--- src/rtl/spi_pkg.sv ---
// rtl/spi_pkg.sv - shared types and constants for the SPI master
// Purpose: FSM state encoding, frame command encodings and frame width,
//          used by spi_master and spi_shift_reg.
package spi_pkg;

  localparam int FRAME_W = 10;

  localparam logic [1:0] CMD_WR_ADDR = 2'b00;
  localparam logic [1:0] CMD_WR_DATA = 2'b01;
  localparam logic [1:0] CMD_RD_ADDR = 2'b10;
  localparam logic [1:0] CMD_RD_DATA = 2'b11;

  typedef enum logic [2:0] {
    IDLE,
    CMD,
    SHIFT_OUT,
    WAIT,
    SHIFT_IN,
    GAP
  } state_t;

endpackage

--- src/rtl/spi_master_if.sv ---
// rtl/spi_master_if.sv - host request and SPI pin bundle for spi_master
// Purpose: groups the host handshake (start/cmd/wdata/ready/rdata/rdata_valid)
//          and the SPI pins (SS_n/MOSI/MISO).
// Modports: master - the spi_master side; slave - host + SPI slave side.
interface spi_master_if;

  logic       start;
  logic [1:0] cmd;
  logic [7:0] wdata;
  logic       ready;
  logic [7:0] rdata;
  logic       rdata_valid;
  logic       SS_n;
  logic       MOSI;
  logic       MISO;

  modport master (
    input  start, cmd, wdata, MISO,
    output ready, rdata, rdata_valid, SS_n, MOSI
  );

  modport slave (
    output start, cmd, wdata, MISO,
    input  ready, rdata, rdata_valid, SS_n, MOSI
  );

endinterface

--- src/rtl/spi_shift_reg.sv ---
// rtl/spi_shift_reg.sv - frame shifter: parallel-load/serial-out, serial-in/parallel-out
// Ports: clk, rst_n (async active-low); load + load_data parallel load (wins
//        over shift); shift_en shifts left taking sin into bit 0; sout is the
//        MSB; pdata is the full register contents.
module spi_shift_reg
  import spi_pkg::*;
#(
  parameter int W = FRAME_W
) (
  input  logic         clk,
  input  logic         rst_n,
  input  logic         load,
  input  logic [W-1:0] load_data,
  input  logic         shift_en,
  input  logic         sin,
  output logic         sout,
  output logic [W-1:0] pdata
);

  logic [W-1:0] q;

  always_ff @(posedge clk or negedge rst_n) begin
    if (!rst_n) begin
      q <= '0;
    end else if (load) begin
      q <= load_data;
    end else if (shift_en) begin
      q <= {q[W-2:0], sin};
    end
  end

  assign sout  = q[W-1];
  assign pdata = q;

endmodule

--- src/rtl/spi_master.sv ---
// rtl/spi_master.sv - single-byte SPI master with command/wait/read-back framing
// Parameters: READ_WAIT idle cycles before the first MISO sample (1..7),
//             IDLE_GAP cycles SS_n stays high before ready returns (1..7).
// Ports: clk, rst_n (async active-low); bus (spi_master_if.master):
//        start/cmd/wdata request, ready idle flag, rdata/rdata_valid read
//        result, SS_n/MOSI/MISO SPI pins.
module spi_master
  import spi_pkg::*;
#(
  parameter int READ_WAIT = 2,
  parameter int IDLE_GAP  = 1
) (
  input  logic         clk,
  input  logic         rst_n,
  spi_master_if.master bus
);

  state_t             state_q, state_d;
  logic [3:0]         cnt_q, cnt_d;
  logic [1:0]         cmd_q;
  logic [7:0]         rdata_q;
  logic               rdata_valid_q;
  logic               sh_load;
  logic               sh_en;
  logic               done_rd;
  logic               sh_sout;
  logic [FRAME_W-1:0] sh_pdata;
  logic               unused_shift_bits;

  // One register serves both directions: the frame leaves from the MSB end
  // while MISO enters at bit 0, so after a read the byte sits in the low bits.
  spi_shift_reg #(.W(FRAME_W)) u_shift (
    .clk       (clk),
    .rst_n     (rst_n),
    .load      (sh_load),
    .load_data ({bus.cmd, bus.wdata}),
    .shift_en  (sh_en),
    .sin       (bus.MISO),
    .sout      (sh_sout),
    .pdata     (sh_pdata)
  );

  assign unused_shift_bits = ^sh_pdata[FRAME_W-1:7];

  always_ff @(posedge clk or negedge rst_n) begin
    if (!rst_n) begin
      state_q       <= IDLE;
      cnt_q         <= '0;
      cmd_q         <= CMD_WR_ADDR;
      rdata_q       <= '0;
      rdata_valid_q <= 1'b0;
    end else begin
      state_q       <= state_d;
      cnt_q         <= cnt_d;
      rdata_valid_q <= done_rd;
      if (sh_load) begin
        cmd_q <= bus.cmd;
      end
      // The last MISO bit is captured directly so rdata updates on the same
      // edge as the final shift.
      if (done_rd) begin
        rdata_q <= {sh_pdata[6:0], bus.MISO};
      end
    end
  end

  // cnt_q holds the remaining cycles in the current state minus one; it is
  // reloaded on every state entry and leaves the state at zero.
  always_comb begin
    state_d = state_q;
    cnt_d   = cnt_q;
    sh_load = 1'b0;
    sh_en   = 1'b0;
    done_rd = 1'b0;
    case (state_q)
      IDLE: begin
        if (bus.start) begin
          state_d = CMD;
          cnt_d   = '0;
          sh_load = 1'b1;
        end
      end
      CMD: begin
        // MOSI already shows frame[9] (= cmd[1]); it is repeated as the
        // first SHIFT_OUT bit, so no shift on this edge.
        state_d = SHIFT_OUT;
        cnt_d   = 4'(FRAME_W - 1);
      end
      SHIFT_OUT: begin
        sh_en = 1'b1;
        if (cnt_q == 4'd0) begin
          if (cmd_q == CMD_RD_DATA) begin
            state_d = WAIT;
            cnt_d   = 4'(READ_WAIT - 1);
          end else begin
            state_d = GAP;
            cnt_d   = 4'(IDLE_GAP - 1);
          end
        end else begin
          cnt_d = cnt_q - 4'd1;
        end
      end
      WAIT: begin
        if (cnt_q == 4'd0) begin
          state_d = SHIFT_IN;
          cnt_d   = 4'd7;
        end else begin
          cnt_d = cnt_q - 4'd1;
        end
      end
      SHIFT_IN: begin
        sh_en = 1'b1;
        if (cnt_q == 4'd0) begin
          done_rd = 1'b1;
          state_d = GAP;
          cnt_d   = 4'(IDLE_GAP - 1);
        end else begin
          cnt_d = cnt_q - 4'd1;
        end
      end
      GAP: begin
        if (cnt_q == 4'd0) begin
          state_d = IDLE;
          cnt_d   = '0;
        end else begin
          cnt_d = cnt_q - 4'd1;
        end
      end
      default: begin
        state_d = IDLE;
        cnt_d   = '0;
      end
    endcase
  end

  // Pin outputs decode straight from state so reset forces them at once.
  assign bus.ready       = (state_q == IDLE);
  assign bus.SS_n        = (state_q == IDLE) || (state_q == GAP);
  assign bus.MOSI        = ((state_q == CMD) || (state_q == SHIFT_OUT)) ? sh_sout : 1'b0;
  assign bus.rdata       = rdata_q;
  assign bus.rdata_valid = rdata_valid_q;

endmodule

--- src/flat_wrapper.sv ---
// flat-port wrapper written by rule: the top's interface ports become plain ports
module spi_master_flat import spi_pkg::*;
#(
  parameter int READ_WAIT = 2,
  parameter int IDLE_GAP  = 1
)
  (clk, rst_n, bus_start, bus_cmd, bus_wdata, bus_MISO, bus_ready, bus_rdata, bus_rdata_valid, bus_SS_n, bus_MOSI);
  spi_master_if bus_i ();
  input  logic clk;
  input  logic rst_n;
  input wire logic [$bits(bus_i.start)-1:0] bus_start;
  input wire logic [$bits(bus_i.cmd)-1:0] bus_cmd;
  input wire logic [$bits(bus_i.wdata)-1:0] bus_wdata;
  input wire logic [$bits(bus_i.MISO)-1:0] bus_MISO;
  output wire logic [$bits(bus_i.ready)-1:0] bus_ready;
  output wire logic [$bits(bus_i.rdata)-1:0] bus_rdata;
  output wire logic [$bits(bus_i.rdata_valid)-1:0] bus_rdata_valid;
  output wire logic [$bits(bus_i.SS_n)-1:0] bus_SS_n;
  output wire logic [$bits(bus_i.MOSI)-1:0] bus_MOSI;
  assign bus_i.start = bus_start;
  assign bus_i.cmd = bus_cmd;
  assign bus_i.wdata = bus_wdata;
  assign bus_i.MISO = bus_MISO;
  assign bus_ready = bus_i.ready;
  assign bus_rdata = bus_i.rdata;
  assign bus_rdata_valid = bus_i.rdata_valid;
  assign bus_SS_n = bus_i.SS_n;
  assign bus_MOSI = bus_i.MOSI;
  spi_master #(.READ_WAIT(READ_WAIT), .IDLE_GAP(IDLE_GAP)) u_core (.clk(clk), .rst_n(rst_n), .bus(bus_i));
endmodule
--- config.mk ---
export PLATFORM = sky130hd
export DESIGN_NAME = spi_master_flat
export DESIGN_NICKNAME = d
export VERILOG_FILES = /design/src/rtl/spi_pkg.sv /design/src/rtl/spi_master_if.sv /design/src/rtl/spi_shift_reg.sv /design/src/rtl/spi_master.sv /design/src/flat_wrapper.sv
export SDC_FILE = /design/constraint.sdc
export NUM_CORES = 1
export LEC_CHECK = 0
export ABC_AREA = 1
export BUFFER_PORTS_ARGS = -buffer_cell sky130_fd_sc_hd__clkbuf_2
export CAP_MARGIN = 20
export CORE_MARGIN = 1.5
export CORE_UTILIZATION = 54
export DETAILED_ROUTE_END_ITERATION = 16
export PLACE_DENSITY_LB_ADDON = 0.15
export SKIP_LAST_GASP = 1
export SLEW_MARGIN = 0
export SYNTH_ARGS = -nofsm -noshare
export SYNTH_HDL_FRONTEND = slang
export SYNTH_HIERARCHICAL = 1
export SYNTH_SLANG_ARGS = --single-unit
--- constraint.sdc ---
create_clock -name clk -period 1.9 [get_ports clk]
set_input_delay 0.475 -clock clk [delete_from_list [all_inputs] [get_ports clk]]
set_output_delay 0.475 -clock clk [all_outputs]
set_load 0.03 [all_outputs]
==> results of run 1 <==
-- critical path, delay by kind of cell (launching register included) --
family | cells | cell delay, ns
flip-flops | 1 | 0.45
buffers and inverters | 2 | 0.30
AO/OA/AOI/OAI | 1 | 0.16
AND/OR/NAND/NOR | 1 | 0.10
-- path summary, 6_finish.rpt --
check,endpoint,start,cells past startpoint,slack [ns]
hold / removal,u_core/bus.rdata[0],rst_n,1,0.14
hold reg to reg,u_core/cnt_q[3],u_core/cnt_q[3],2,0.49
setup / recovery,bus_MOSI,u_core/state_q[1],4,0.08
max in group asynchronous,u_core/state_q[2],rst_n,1,1.27
setup reg to reg,u_core/u_shift/pdata[1],u_core/state_q[1],6,0.46
min in group clk,u_core/u_shift/pdata[2],bus_wdata[2],3,0.34
-- registers in the layout, indices dropped and copies added, names as in the netlist --
name / flops
u_core/cmd_q: 2
u_core/bus.rdata_valid: 1
u_core/bus.rdata: 8
u_core/state_q: 3
u_core/u_shift/pdata: 10
u_core/cnt_q: 4
-- what timing repair did --
action	CTS	global route
hold buffers	0	0
gates cloned	0	0
endpoints found under the setup margin	3	2
pin swaps	1	1
gates resized for setup	7	7
buffers inserted	5	1
-- cell type report --
class,count,area (sq um)
Timing Repair Buffer,33,198
Fill cell,212,798
Clock buffer,3,22.5
Multi-Input combinational cell,129,632
Clock inverter,1,30.0
Tap cell,30,37.5
Inverter,14,55.1
Sequential cell,28,704
-- power groups by stage --
stage	Sequential [mW]	Clock, mW	Combinational (mW)
final	1.05	0.395	1.61
after global placement	1.05	0	1.36
after CTS	1.04	0.400	1.55
after floorplan	1.13	0	1.03
after global routing	1.08	0.431	1.77
after detailed placement	1.08	0	1.42
-- metal layers --
layer / share of wire (%) / vias up
met5: 0 / -
met4: 3.8 / 0
met3: 5.3 / 12
met2: 46 / 65
met1: 44 / 606
li1: - / 628
-- stage by stage --
stage          cell area, sq um  std cells  power, mW  setup WS (ns)
6_report                   1680        238       3.06         0.0790
2_1_floorplan              1410        175       2.16          0.102
4_1_cts                    1660        237       2.99       -0.00511
3_3_place_gp               1560        228       2.42          0.336
3_5_place_dp               1560        228       2.50          0.237
5_1_grt                    1680        238       3.28       -0.00370
==> impl_metrics.py, run 1 <==
metrics = {
    "run_status": {
        "outcome": "finished, final reports clean",
    },
    "power_and_ir_drop": {
        "power_density_nw_per_um2": 1820,
        "p_seq_share_pct": 34.4,
        "p_int_mw": 1.61,
        "power.switching_mw": 1.45,
        "p_leak_nw": 0.951,
        "clock_power_share_pct": 12.9,
        "vdd_drop_max_mv": 1.18,
        "p_sw_share_pct": 47.4,
        "combinationalPowerShare_pct": 52.7,
    },
    "timing": {
        "fin_crit_sh_pct": 95.8,
        "setup_viol": 0,
        "fin_skew_ns": 0.0114,
        "fin_hold_ws_ns": 0.144,
        "relSlewSlack_pct": 54.1,
        "finalSetupTns_ns": 0,
        "slew_violations": 0,
        "tightestPinTransition_ns": 0.689,
        "max_freq_mhz": 549,
        "layout_min_cycle_time_ns": 1.82,
        "hold_violations": 0,
    },
    "cells_and_area": {
        "drive_gt1_share_pct": 28.8,
        "layout_commonest_cell": "nand2_1",
        "final_cell_mix": "70 x nand2_1, 25 x dfrtp_1, 24 x nand3_1",
        "nets": 223,
        "finalCoreUtilization_pct": 67.8,
        "n_antenna_cell": 0,
        "areaGrowthSynthToFinish_pct": 18.9,
    },
    "cts": {
        "clock_latency_ns": 0.34,
        "cts.root.buffer_cell": "clkbuf_4",
        "cts_htree_levels": 1,
        "cts_sinks": 28,
        "cts_buffers": 3,
        "clock_path_buffers": 2,
        "clk_pin_slew_ns": 0.16,
        "cts_tree": "yes",
    },
    "routing": {
        "drc": 0,
        "viasPerCell": 5.51,
        "drt_first_iter_violations": 38,
        "first_pass_iters": 4,
        "finalWirelength_microns": 3160,
        "ant_nets": 0,
        "vias": 1311,
        "wl_per_cell_microns": 13.3,
    },
    "grt": {
        "use_met3_pct": 3.33,
        "met2_usage_pct": 35.9,
        "grt_max_degree": 29,
        "overflow": 0,
        "met1_usage_pct": 31.2,
        "grt_pass1_vias": 1111,
        "grtUsageTotal_pct": 23.4,
        "grt_pass1_wl_microns": 4910,
        "grt-busiest-layer": "met2",
        "antenna_found_initial": 0,
    },
    "flow_run": {
        "maxCapViolCount": 0,
    },
    "floorplan": {
        "fp-row-count": 18,
        "ios": 26,
        "initial_utilization_pct": 57.0,
        "core_sq_um": 2480,
        "die_w_microns": 54.1,
        "die_h_microns": 54.1,
        "die_area_sq_um": 2930,
    },
    "placement": {
        "gp_congestion": 0.777,
        "portBuffers": 25,
        "hpwlAfterDp_microns": 2240,
    },
    "critical_path": {
        "cp_slowest_stage_delay_ns": 0.45,
        "critPathMaxFanout": 4,
        "critPathArrivalTime_ns": 1.35,
        "worstSetupPathType": "flop to output pin",
        "cp-end-kind": "output pin",
        "crit_path_top_delay_cell": "dfrtp_2",
        "path_cells": "buf_6, nand3_1, a21boi_1, buf_4",
        "start_kind": "flop",
        "cp.required_ns": 1.42,
    },
    "logic_synthesis": {
        "syn_area_sq_um": 1410,
        "yosys_warnings": 6,
        "avgSynthCellArea_sq_um": 8.07,
        "syn_nets": 189,
        "synth_cells": 175,
    },
    "hold_path": {
        "hold_path_class": "input pin to asynchronous set/reset pin",
    },
}
(Power assumes the default switching activity.)
==> inputs of run 2 (changes only) <==
--- a/config.mk
+++ b/config.mk
@@ -12,6 +12,7 @@
 export CORE_UTILIZATION = 54
 export DETAILED_ROUTE_END_ITERATION = 16
 export PLACE_DENSITY_LB_ADDON = 0.15
+export REMOVE_ABC_BUFFERS = 1
 export SKIP_LAST_GASP = 1
 export SLEW_MARGIN = 0
 export SYNTH_ARGS = -nofsm -noshare
==> impl_metrics.py, run 2 (synthesis results as in run 1) <==
metrics = {
    "run_status": {
        "outcome": "finished, final reports clean",
    },
    "power_and_ir_drop": {
        "power_mw": 2.99,
        "vdd_drop_max_mv": 0.996,
        "power_density_nw_per_um2": 1790,
        "p_leak_nw": 0.944,
    },
    "placement": {
        "dp_slack_ns": 0.258,
        "gp_congestion": 0.751,
        "hpwlAfterDp_microns": 2120,
        "dp_cells": 228,
        "portBuffers": 25,
    },
    "cells_and_area": {
        "n_antenna_cell": 0,
        "layout_commonest_cell": "nand2_1",
        "largest_reg_flops": 10,
        "finalCoreUtilization_pct": 67.2,
        "layout.cells.non_filler": 237,
        "areaGrowthSynthToFinish_pct": 17.9,
        "drive_gt1_share_pct": 29.0,
        "nets": 222,
        "final_cell_mix": "70 x nand2_1, 25 x dfrtp_1, 24 x nand3_1",
    },
    "floorplan": {
        "ios": 26,
        "die_area_sq_um": 2930,
        "initial_utilization_pct": 57.0,
        "die_w_microns": 54.1,
        "core_sq_um": 2480,
        "die_h_microns": 54.1,
        "fp-row-count": 18,
    },
    "timing": {
        "max_freq_mhz": 542,
        "fin_skew_ns": 0.00813,
        "rsz0062_at_grt": "true",
        "slew_violations": 0,
        "layout_min_cycle_time_ns": 1.85,
        "tightestPinTransition_ns": 0.675,
        "setup_viol": 0,
        "relSlewSlack_pct": 55.0,
        "setup_ws_ns": 0.0545,
        "fin_hold_ws_ns": 0.160,
        "fin_crit_sh_pct": 97.1,
        "hold_violations": 0,
    },
    "cts": {
        "cts.root.buffer_cell": "clkbuf_4",
        "clock_path_buffers": 2,
        "clock_latency_ns": 0.32,
        "cts_buffers": 3,
        "cts_sinks": 28,
        "clk_pin_slew_ns": 0.15,
        "cts_tree": "yes",
        "cts_htree_levels": 1,
    },
    "grt": {
        "grt_pass1_wl_microns": 4640,
        "antenna_found_initial": 0,
        "overflow": 0,
        "grt_max_degree": 29,
        "grt_pass1_vias": 1034,
        "grtUsageTotal_pct": 21.7,
    },
    "critical_path": {
        "reg2reg_slack_ns": 0.33,
        "start_kind": "flop",
        "crit_path_start": "u_core/state_q[0]",
        "rr_startpoint": "u_core/state_q[1]",
        "cp-end-kind": "output pin",
        "critPathArrivalTime_ns": 1.37,
        "reg2reg_depth": 6,
        "cp.required_ns": 1.42,
        "worstSetupPathType": "flop to output pin",
        "critPathMaxFanout": 6,
        "worst_r2r_endpoint": "u_core/u_shift/pdata[5]",
    },
    "routing": {
        "first_pass_iters": 5,
        "drt_first_iter_violations": 40,
        "wl_per_cell_microns": 12.3,
        "viasPerCell": 5.19,
        "finalWirelength_microns": 2920,
        "ant_nets": 0,
        "drc": 0,
        "vias": 1230,
    },
    "hold_path": {
        "hold_path_class": "input pin to asynchronous set/reset pin",
    },
    "flow_run": {
        "maxCapViolCount": 0,
    },
}
[run 2: stage by stage]
step	instance area (sq um)	setup TNS, ns
3_5_place_dp	1560	0
4_1_cts	1630	-0.00645
3_3_place_gp	1560	0
2_1_floorplan	1380	-0.0116
6_report	1670	0
5_1_grt	1670	-0.0186
[run 2: report_power, final]
group / total (mW) / switching, mW / internal [mW]
clock: 0.384 / 0.171 / 0.213
combinational: 1.55 / 1.03 / 0.524
sequential: 1.05 / 0.198 / 0.852
[run 2: routing by layer]
layer / wire length, microns / up-vias / global-route usage, %
li1: - / 623 / -
met1: 1370 / 575 / 30.8
met2: 1420 / 28 / 35.3
met3: 97 / 4 / 3.33
met4: 29 / 0 / 3.75
met5: 0 / - / 0
[run 2: area by class of cell]
class / instances / area [sq um]
clock buffers: 3 / 22.5
clock inverters: 1 / 30.0
fillers: 222 / 812
inverters: 14 / 52.6
multi-input cells: 129 / 636
flip-flops and latches: 28 / 704
well taps: 30 / 37.5
repair buffers: 32 / 183
[run 2: worst max path at each step]
stage,endpoint,slack (ns),cells past startpoint
floorplan,bus_MOSI,-0.01,3
global placement,bus_SS_n,0.30,4
detailed placement,u_core/u_shift/pdata[5],0.26,6
CTS,bus_MOSI,-0.006,4
global route,bus_MOSI,-0.02,4
finish,bus_MOSI,0.05,4
[run 2: repair_timing]
item / 4_1_cts / 5_1_grt
endpoints found under the setup margin: 3 / 3
resized for setup: 6 / 7
buffers inserted: 2 / 3
pin swaps: 0 / 1
hold buffers: 0 / 0
[run 2: worst max-delay path, cell delays in order (launching register included)]
cell      delay (ns)
dfrtp_2         0.48
buf_4           0.14
nand3_2         0.10
a21boi_1        0.17
buf_4           0.18
